$ cat src/rtl/pix_byte_unpack_pkg.sv
// Shared encodings and widths for the UART-to-RGB444 byte unpacker.
package pix_byte_unpack_pkg;
  localparam int RGB_W     = 12;
  localparam int PIX_CNT_W = 15;
  localparam int TO_CNT_W  = 19;

  typedef enum logic [2:0] {
    ST_IDLE = 3'd0,
    ST_B0   = 3'd1,
    ST_B1   = 3'd2,
    ST_B2   = 3'd3,
    ST_DONE = 3'd4
  } pix_state_e;
endpackage

$ cat src/rtl/pix_blk_sum.sv
// Block checksum: 8-bit wrapping byte sum with a per-block strobe and an end-of-frame flush.
module pix_blk_sum #(
  parameter int BLOCK_BYTES = 150
) (
  input  logic       i_clk_sys,
  input  logic       i_rst_n,
  input  logic       i_clr,
  input  logic       i_add,
  input  logic [7:0] i_byte,
  input  logic       i_flush,
  output logic       o_nonzero,
  output logic [7:0] o_check_code,
  output logic       o_check_valid
);
  localparam int CNT_W = $clog2(BLOCK_BYTES + 1);
  localparam logic [CNT_W-1:0] CNT_LAST = CNT_W'(BLOCK_BYTES - 1);

  logic [7:0]       sum_q, sum_d, sum_add;
  logic [CNT_W-1:0] cnt_q, cnt_d;
  logic [7:0]       code_q, code_d;
  logic             vld_q, vld_d;

  // A clear that coincides with a byte restarts the block with that byte.
  always_comb begin
    sum_add = sum_q + i_byte;
    sum_d   = sum_q;
    cnt_d   = cnt_q;
    code_d  = code_q;
    vld_d   = 1'b0;
    if (i_clr) begin
      sum_d = i_add ? i_byte : 8'h00;
      cnt_d = i_add ? CNT_W'(1) : '0;
    end else if (i_add) begin
      if (cnt_q == CNT_LAST) begin
        code_d = sum_add;
        vld_d  = 1'b1;
        sum_d  = 8'h00;
        cnt_d  = '0;
      end else begin
        sum_d = sum_add;
        cnt_d = cnt_q + CNT_W'(1);
      end
    end else if (i_flush && (cnt_q != '0)) begin
      code_d = sum_q;
      vld_d  = 1'b1;
      sum_d  = 8'h00;
      cnt_d  = '0;
    end
  end

  always_ff @(posedge i_clk_sys or negedge i_rst_n) begin
    if (!i_rst_n) begin
      sum_q  <= 8'h00;
      cnt_q  <= '0;
      code_q <= 8'h00;
      vld_q  <= 1'b0;
    end else begin
      sum_q  <= sum_d;
      cnt_q  <= cnt_d;
      code_q <= code_d;
      vld_q  <= vld_d;
    end
  end

  assign o_nonzero     = (cnt_q != '0);
  assign o_check_code  = code_q;
  assign o_check_valid = vld_q;
endmodule

$ cat src/rtl/pix_byte_unpack.sv
// Unpacks 3-byte groups from the UART into two RGB444 pixel writes, with per-block
// checksum, frame-end detection and an inter-byte stall timeout.
module pix_byte_unpack
  import pix_byte_unpack_pkg::*;
#(
  parameter int W           = 50,
  parameter int H           = 40,
  parameter int BLOCK_BYTES = 150,
  parameter int TIMEOUT_CYC = 500000
) (
  input  logic                 i_clk_sys,
  input  logic                 i_rst_n,
  input  logic [7:0]           i_rx_data,
  input  logic                 i_rx_done,
  input  logic                 i_enable,
  output logic [RGB_W-1:0]     o_pix,
  output logic                 o_pix_valid,
  output logic [PIX_CNT_W-1:0] o_pix_cnt,
  output logic [7:0]           o_check_code,
  output logic                 o_check_valid,
  output logic                 o_frame_done,
  output logic                 o_timeout_err,
  output logic                 o_busy
);
  localparam logic [PIX_CNT_W-1:0] LAST_IDX = PIX_CNT_W'(W * H - 1);
  localparam logic [TO_CNT_W-1:0]  TO_LIMIT = TO_CNT_W'(TIMEOUT_CYC);

  pix_state_e           state_q, state_d, grp_st;
  logic [7:0]           byte0_q, byte0_d;
  logic [3:0]           nib_q, nib_d;
  logic [RGB_W-1:0]     pix_q, pix_d;
  logic                 pix_valid_q, pix_valid_d;
  logic [PIX_CNT_W-1:0] pix_cnt_q, pix_cnt_d;
  logic [PIX_CNT_W-1:0] blk_start_q, blk_start_d;
  logic                 frame_done_q, frame_done_d;
  logic                 to_err_q, to_err_d;
  logic [TO_CNT_W-1:0]  to_cnt_q, to_cnt_d;
  logic                 in_grp, counting, to_fire, byte_acc, frame_end, blk_clr, blk_nz;

  // A timeout behaves as if the group had restarted, so a same-cycle byte becomes byte0.
  always_comb begin
    in_grp    = (state_q == ST_B0) || (state_q == ST_B1) || (state_q == ST_B2);
    counting  = i_enable && in_grp &&
                ((state_q == ST_B1) || (state_q == ST_B2) || blk_nz);
    to_fire   = counting && (to_cnt_q == TO_LIMIT);
    grp_st    = to_fire ? ST_B0 : state_q;
    byte_acc  = i_enable && i_rx_done && in_grp;
    frame_end = (state_q == ST_DONE) && pix_valid_q;
    blk_clr   = to_fire || !i_enable;
  end

  always_ff @(posedge i_clk_sys or negedge i_rst_n) begin
    if (!i_rst_n) state_q <= ST_IDLE;
    else          state_q <= state_d;
  end

  always_comb begin
    state_d = state_q;
    if (!i_enable) begin
      state_d = ST_IDLE;
    end else begin
      case (state_q)
        ST_IDLE: state_d = ST_B0;
        ST_B0, ST_B1, ST_B2: begin
          state_d = grp_st;
          if (i_rx_done) begin
            case (grp_st)
              ST_B0:   state_d = ST_B1;
              ST_B1:   state_d = ST_B2;
              default: state_d = (pix_cnt_q == LAST_IDX) ? ST_DONE : ST_B0;
            endcase
          end
        end
        ST_DONE: state_d = ST_DONE;
        default: state_d = ST_IDLE;
      endcase
    end
  end

  always_comb begin
    byte0_d      = byte0_q;
    nib_d        = nib_q;
    pix_d        = pix_q;
    pix_valid_d  = 1'b0;
    pix_cnt_d    = pix_cnt_q;
    blk_start_d  = blk_start_q;
    frame_done_d = frame_end;
    to_err_d     = to_err_q | to_fire;
    to_cnt_d     = (!counting || i_rx_done || to_fire) ? '0 : to_cnt_q + TO_CNT_W'(1);
    if (!i_enable) begin
      pix_cnt_d    = '0;
      blk_start_d  = '0;
      frame_done_d = 1'b0;
      to_err_d     = 1'b0;
    end else begin
      // The host resends the whole block after a stall, so rewind to its first pixel.
      if (to_fire)            pix_cnt_d   = blk_start_q;
      else if (o_check_valid) blk_start_d = pix_cnt_q;
      if (byte_acc) begin
        case (grp_st)
          ST_B0: byte0_d = i_rx_data;
          ST_B1: begin
            pix_d       = {byte0_q, i_rx_data[7:4]};
            nib_d       = i_rx_data[3:0];
            pix_valid_d = 1'b1;
            pix_cnt_d   = pix_cnt_q + PIX_CNT_W'(1);
          end
          default: begin
            pix_d       = {nib_q, i_rx_data};
            pix_valid_d = 1'b1;
            pix_cnt_d   = pix_cnt_q + PIX_CNT_W'(1);
          end
        endcase
      end
    end
  end

  always_ff @(posedge i_clk_sys or negedge i_rst_n) begin
    if (!i_rst_n) begin
      byte0_q      <= 8'h00;
      nib_q        <= 4'h0;
      pix_q        <= '0;
      pix_valid_q  <= 1'b0;
      pix_cnt_q    <= '0;
      blk_start_q  <= '0;
      frame_done_q <= 1'b0;
      to_err_q     <= 1'b0;
      to_cnt_q     <= '0;
    end else begin
      byte0_q      <= byte0_d;
      nib_q        <= nib_d;
      pix_q        <= pix_d;
      pix_valid_q  <= pix_valid_d;
      pix_cnt_q    <= pix_cnt_d;
      blk_start_q  <= blk_start_d;
      frame_done_q <= frame_done_d;
      to_err_q     <= to_err_d;
      to_cnt_q     <= to_cnt_d;
    end
  end

  pix_blk_sum #(
    .BLOCK_BYTES(BLOCK_BYTES)
  ) u_blk_sum (
    .i_clk_sys    (i_clk_sys),
    .i_rst_n      (i_rst_n),
    .i_clr        (blk_clr),
    .i_add        (byte_acc),
    .i_byte       (i_rx_data),
    .i_flush      (frame_end),
    .o_nonzero    (blk_nz),
    .o_check_code (o_check_code),
    .o_check_valid(o_check_valid)
  );

  assign o_pix         = pix_q;
  assign o_pix_valid   = pix_valid_q;
  assign o_pix_cnt     = pix_cnt_q;
  assign o_frame_done  = frame_done_q;
  assign o_timeout_err = to_err_q;
  assign o_busy        = (state_q == ST_B1) || (state_q == ST_B2) || blk_nz;
endmodule

$ cat config.mk
export PLATFORM = sky130hd
export DESIGN_NAME = pix_byte_unpack
export DESIGN_NICKNAME = d
export VERILOG_FILES = /design/src/rtl/pix_byte_unpack_pkg.sv /design/src/rtl/pix_blk_sum.sv /design/src/rtl/pix_byte_unpack.sv
export SDC_FILE = /design/constraint.sdc
export NUM_CORES = 1
export LEC_CHECK = 0
export BUFFER_PORTS_ARGS = -buffer_cell sky130_fd_sc_hd__buf_2
export CAP_MARGIN = 20
export CORE_MARGIN = 2
export CORE_UTILIZATION = 36
export DETAILED_ROUTE_END_ITERATION = 12
export HOLD_SLACK_MARGIN = 0.1
export PLACE_DENSITY = 0.55
export SYNTH_ARGS = -nofsm -noshare
export SYNTH_HDL_FRONTEND = slang
export SYNTH_SLANG_ARGS = --single-unit
$ cat constraint.sdc
create_clock -name i_clk_sys -period 2.3 [get_ports i_clk_sys]
set_input_delay 0.345 -clock i_clk_sys [delete_from_list [all_inputs] [get_ports i_clk_sys]]
set_output_delay 0.345 -clock i_clk_sys [all_outputs]
set_load 0.02 [all_outputs]
==> results summary <==
STA classifies the critical path endpoint as a flop. CTS saw 104 sinks. Entering global routing, the biggest net connects 42 pins. The overall die height is approximately 130 um. The total power is 4.43 mW. The number of flops mapped to enable cells by yosys came out at 0. The depth of the CTS H-tree is 3. Among all flip-flop cells after synthesis, the most frequent one is sky130_fd_sc_hd__dfrtp_1.

The final total negative setup slack is -0.713 ns. The cell count after placement is 835. TritonCTS built the clock tree. The netlist area before placement came out at 5410 um^2. Static timing analysis puts the maximum clock frequency at 416 MHz. In the synthesized netlist the async set-or-reset flop fraction comes to 100%.

Counting every net in the synthesized netlist gives 599. The most common cell in the netlist is sky130_fd_sc_hd__dfrtp_1. The time the worst path needs with I/O delays and setup is 2.40 ns. Counting instances in the post-synthesis netlist gives the leading cell types as sky130_fd_sc_hd__dfrtp_1 (104), sky130_fd_sc_hd__nand2_1 (78), sky130_fd_sc_hd__nor2_1 (50).

Counting cells, the worst reg-to-reg path comes to 10. The total power per unit cell area is 625 nW/um^2. The number of non-filler instances in the completed layout came out at about 870. The setup skew after layout came out at 0.00648 ns.

Across every metal layer, demand over resource in global routing totals between 10% and 20%. Setup repair after global routing could not meet its margin everywhere. Clock-pin slew was measured on the worst setup and hold paths at around 0.07 ns.

The mean number of vias per cell is 5.32. The leakage component of the power is approximately 3.3 nW. The number of nets in the finished design came out at 710. The number of buffers created by CTS came out at 9. The routed length per placed instance came out at 16.5 um.

The synthesized instance count is 573. The top fanout value on the critical path came out at 7. The core outline area is approximately 15000 um^2. The synthesized design contains 104 register bits. The first global-routing pass estimated 23300 um of wire. The count of cells along the worst hold path is 3.

The sum of routed wire length over all layers came out at 14400 um. The tightest min-delay check is of the in2reg type. The worst slew slack as a fraction of its limit is 69.0%.

The distinct cell type count of the synthesized netlist came out at 54. The flow ran to the end, but the final reports show violations. The placement-stage worst setup slack came out at -0.119 ns. At the worst endpoint, the required time is 2.54 ns.

The number of endpoints with negative hold slack in the final report is 0. In this run the count of I/O pins placed on the die edge is 52. The global placement routability congestion came out at 0.847. Summed over all layers, the global routing overflow is 0. The via count of the first global-routing pass is 4634.

The number of iterations in the first detailed-routing pass came out at 4. The sequential cell area fraction in the yosys report is 48.1%. From synthesis to final layout, the design area changed by 31.0%. The number of max-capacitance violations reported came out at 0. The die is about 130 um wide. The number of buffer cells added on primary ports came out at 51. The buffer levels on the longest clock path came out at 2. The initial antenna violation count came out at 0.

The maximum vdd ir drop came out at 421 uV. The number of diodes added for antenna fixing is 0. The data arrival time of the critical path came out at ~2.6 ns. The share of the cycle needed by the critical path after routing is 104%. The tree is rooted in a sky130_fd_sc_hd__clkbuf_16. The post-detailed-placement half-perimeter wirelength came out at around 9700 um. The setup slack of the critical path after layout is -0.103 ns. The floorplan has 44 rows. The total count of max-transition violations in the final report is 0.

The latest clock arrival within the worst-skew pair came out at 0.35 ns. The slew at the pin closest to its max-slew limit came out at 0.466 ns. The final routed DRC violation total is 0. Summed over all instances, the cell type with the most area after synthesis is sky130_fd_sc_hd__dfrtp_1. The worst setup path is of the reg2reg kind. For this configuration, the core starts out at a cell density of 37.1%.

The die area came out at between 15000 and 20000 um^2. Setup violations remaining at the end of the flow were counted as 15. The routed via count is 4645. The checks that failed: setup timing. The first-iteration detailed-routing DRC count is approximately 260. Hold is met by 0.261 ns. The filler cell count in the final layout came out at 1353.

By area the synthesized netlist is led by sky130_fd_sc_hd__dfrtp_1 (48%), sky130_fd_sc_hd__nand2_1 (5.4%), sky130_fd_sc_hd__o21ai_0 (4.5%). The count of antenna-violating nets left after detailed routing is 0. The mean instance size in the synthesized netlist came out at about 9.4 um^2.

The share of post-route cells with drive strength above 1 is approximately 29%. During synthesis, Yosys emitted a total of 0 warnings. The fraction of synthesized cell area taken by the top area cell type came out at 48.1%.

STA classifies the critical path startpoint as a flop.
[critical path, stage by stage (launching register included)]
cell and delay [ns]:
sky130_fd_sc_hd__dfrtp_1 0.38, sky130_fd_sc_hd__inv_1 0.07, sky130_fd_sc_hd__ha_1 0.13, sky130_fd_sc_hd__or4b_4 0.51
sky130_fd_sc_hd__o22ai_4 0.19, sky130_fd_sc_hd__buf_12 0.14, sky130_fd_sc_hd__nor4_4 0.05, sky130_fd_sc_hd__buf_4 0.16
sky130_fd_sc_hd__nor3b_4 0.21, sky130_fd_sc_hd__buf_12 0.16, sky130_fd_sc_hd__mux2_4 0.29
[final timing paths]
check                      slack, ns               start                        end
min                             0.26        i_rx_data[5]         u_blk_sum.sum_q[5]
min reg2reg                     0.49           o_pix[11]                  o_pix[11]
max in group asynchronous       1.18             i_rst_n            blk_start_q[14]
max reg2reg                    -0.10  u_blk_sum.cnt_q[0]  u_blk_sum.o_check_code[2]
min in group asynchronous       0.50             i_rst_n               o_frame_done
max                            -0.10  u_blk_sum.cnt_q[0]  u_blk_sum.o_check_code[2]
[per-layer routing]
metal  wire [um]  track usage, %
met1        6540            23.6
met4         214            4.98
met5           0               0
met3         659            4.89
met2        6960            29.3
[cells in the final DEF (no fill, tap or decap), drive strengths merged, types with 3 or more instances in the layout]
| master | synthesis | layout |
|---|---|---|
| a21oi | 14 | 14 |
| a22oi | 7 | 7 |
| a31oi | 34 | 34 |
| and3 | 8 | 8 |
| buf | 5 | 122 |
| clkbuf | 20 | 11 |
| clkinvlp | 0 | 3 |
| dfrtp | 104 | 104 |
| ha | 13 | 13 |
| inv | 14 | 17 |
| mux2 | 13 | 13 |
| mux2i | 15 | 15 |
| nand2 | 78 | 78 |
| nand3 | 25 | 25 |
| nand4 | 4 | 4 |
| nor2 | 52 | 53 |
| nor2b | 24 | 24 |
| nor3 | 6 | 6 |
| nor4 | 5 | 5 |
| o211ai | 3 | 3 |
| o21a | 4 | 4 |
| o21ai | 50 | 50 |
| or2 | 4 | 4 |
| or3 | 11 | 11 |
| or4 | 7 | 7 |
| xnor2 | 14 | 14 |
| xor2 | 12 | 12 |
[final cells by class]
class,count,area [um^2],share of cell area (%)
multi-input combinational,431,2930,41.4
tap,184,230,3.25
clock inverter,6,51.3,0.724
clock buffer,10,239,3.37
timing repair buffer,124,975,13.8
inverter,14,52.6,0.742
sequential,104,2600,36.7
[through the flow]
step                instance area, um^2  util, %
finish                             7080     48.6
global route                       7080     48.6
CTS                                6900     47.3
detailed placement                 6340     43.5
global placement                   6340     43.5
floorplan                          5500        -
[registers in the layout (all words and copies together), names as in the netlist]
register and cells:
o_pix 12, o_frame_done 1, u_blk_sum.sum_q 8, u_blk_sum.cnt_q 8
u_blk_sum.o_check_valid 1, nib_q 4, state_q 3, u_blk_sum.o_check_code 8
o_pix_cnt 15, to_cnt_q 19, blk_start_q 15, o_pix_valid 1
byte0_q 8, o_timeout_err 1
[logic make-up after synthesis]
logic type | after synthesis | share of synthesized area [%]
xor gates and xnor gates | 26 | 4.21
muxes | 28 | 5.48
adders and majority gates | 14 | 3.38
and+or+nand+nor | 236 | 21.8
AOI/OAI and AO/OA | 126 | 14.2
DFF | 104 | 48.1
buffers and inverters | 39 | 2.85
[where the power goes]
group / internal (mW) / switching (mW)
logic: 0.376 / 0.453
registers: 1.98 / 0.0996
clock network: 0.780 / 0.740
total: 3.13 / 1.29
[timing repair]
item,in CTS,in global routing
endpoints found under the setup margin,46,80
pin swaps,21,19
cloned,2,2
setup buffers,12,7
hold buffers,1,0
resized for setup,32,52
hold endpoints to repair,31,0
No activity file was read; power rests on OpenSTA's default activity.
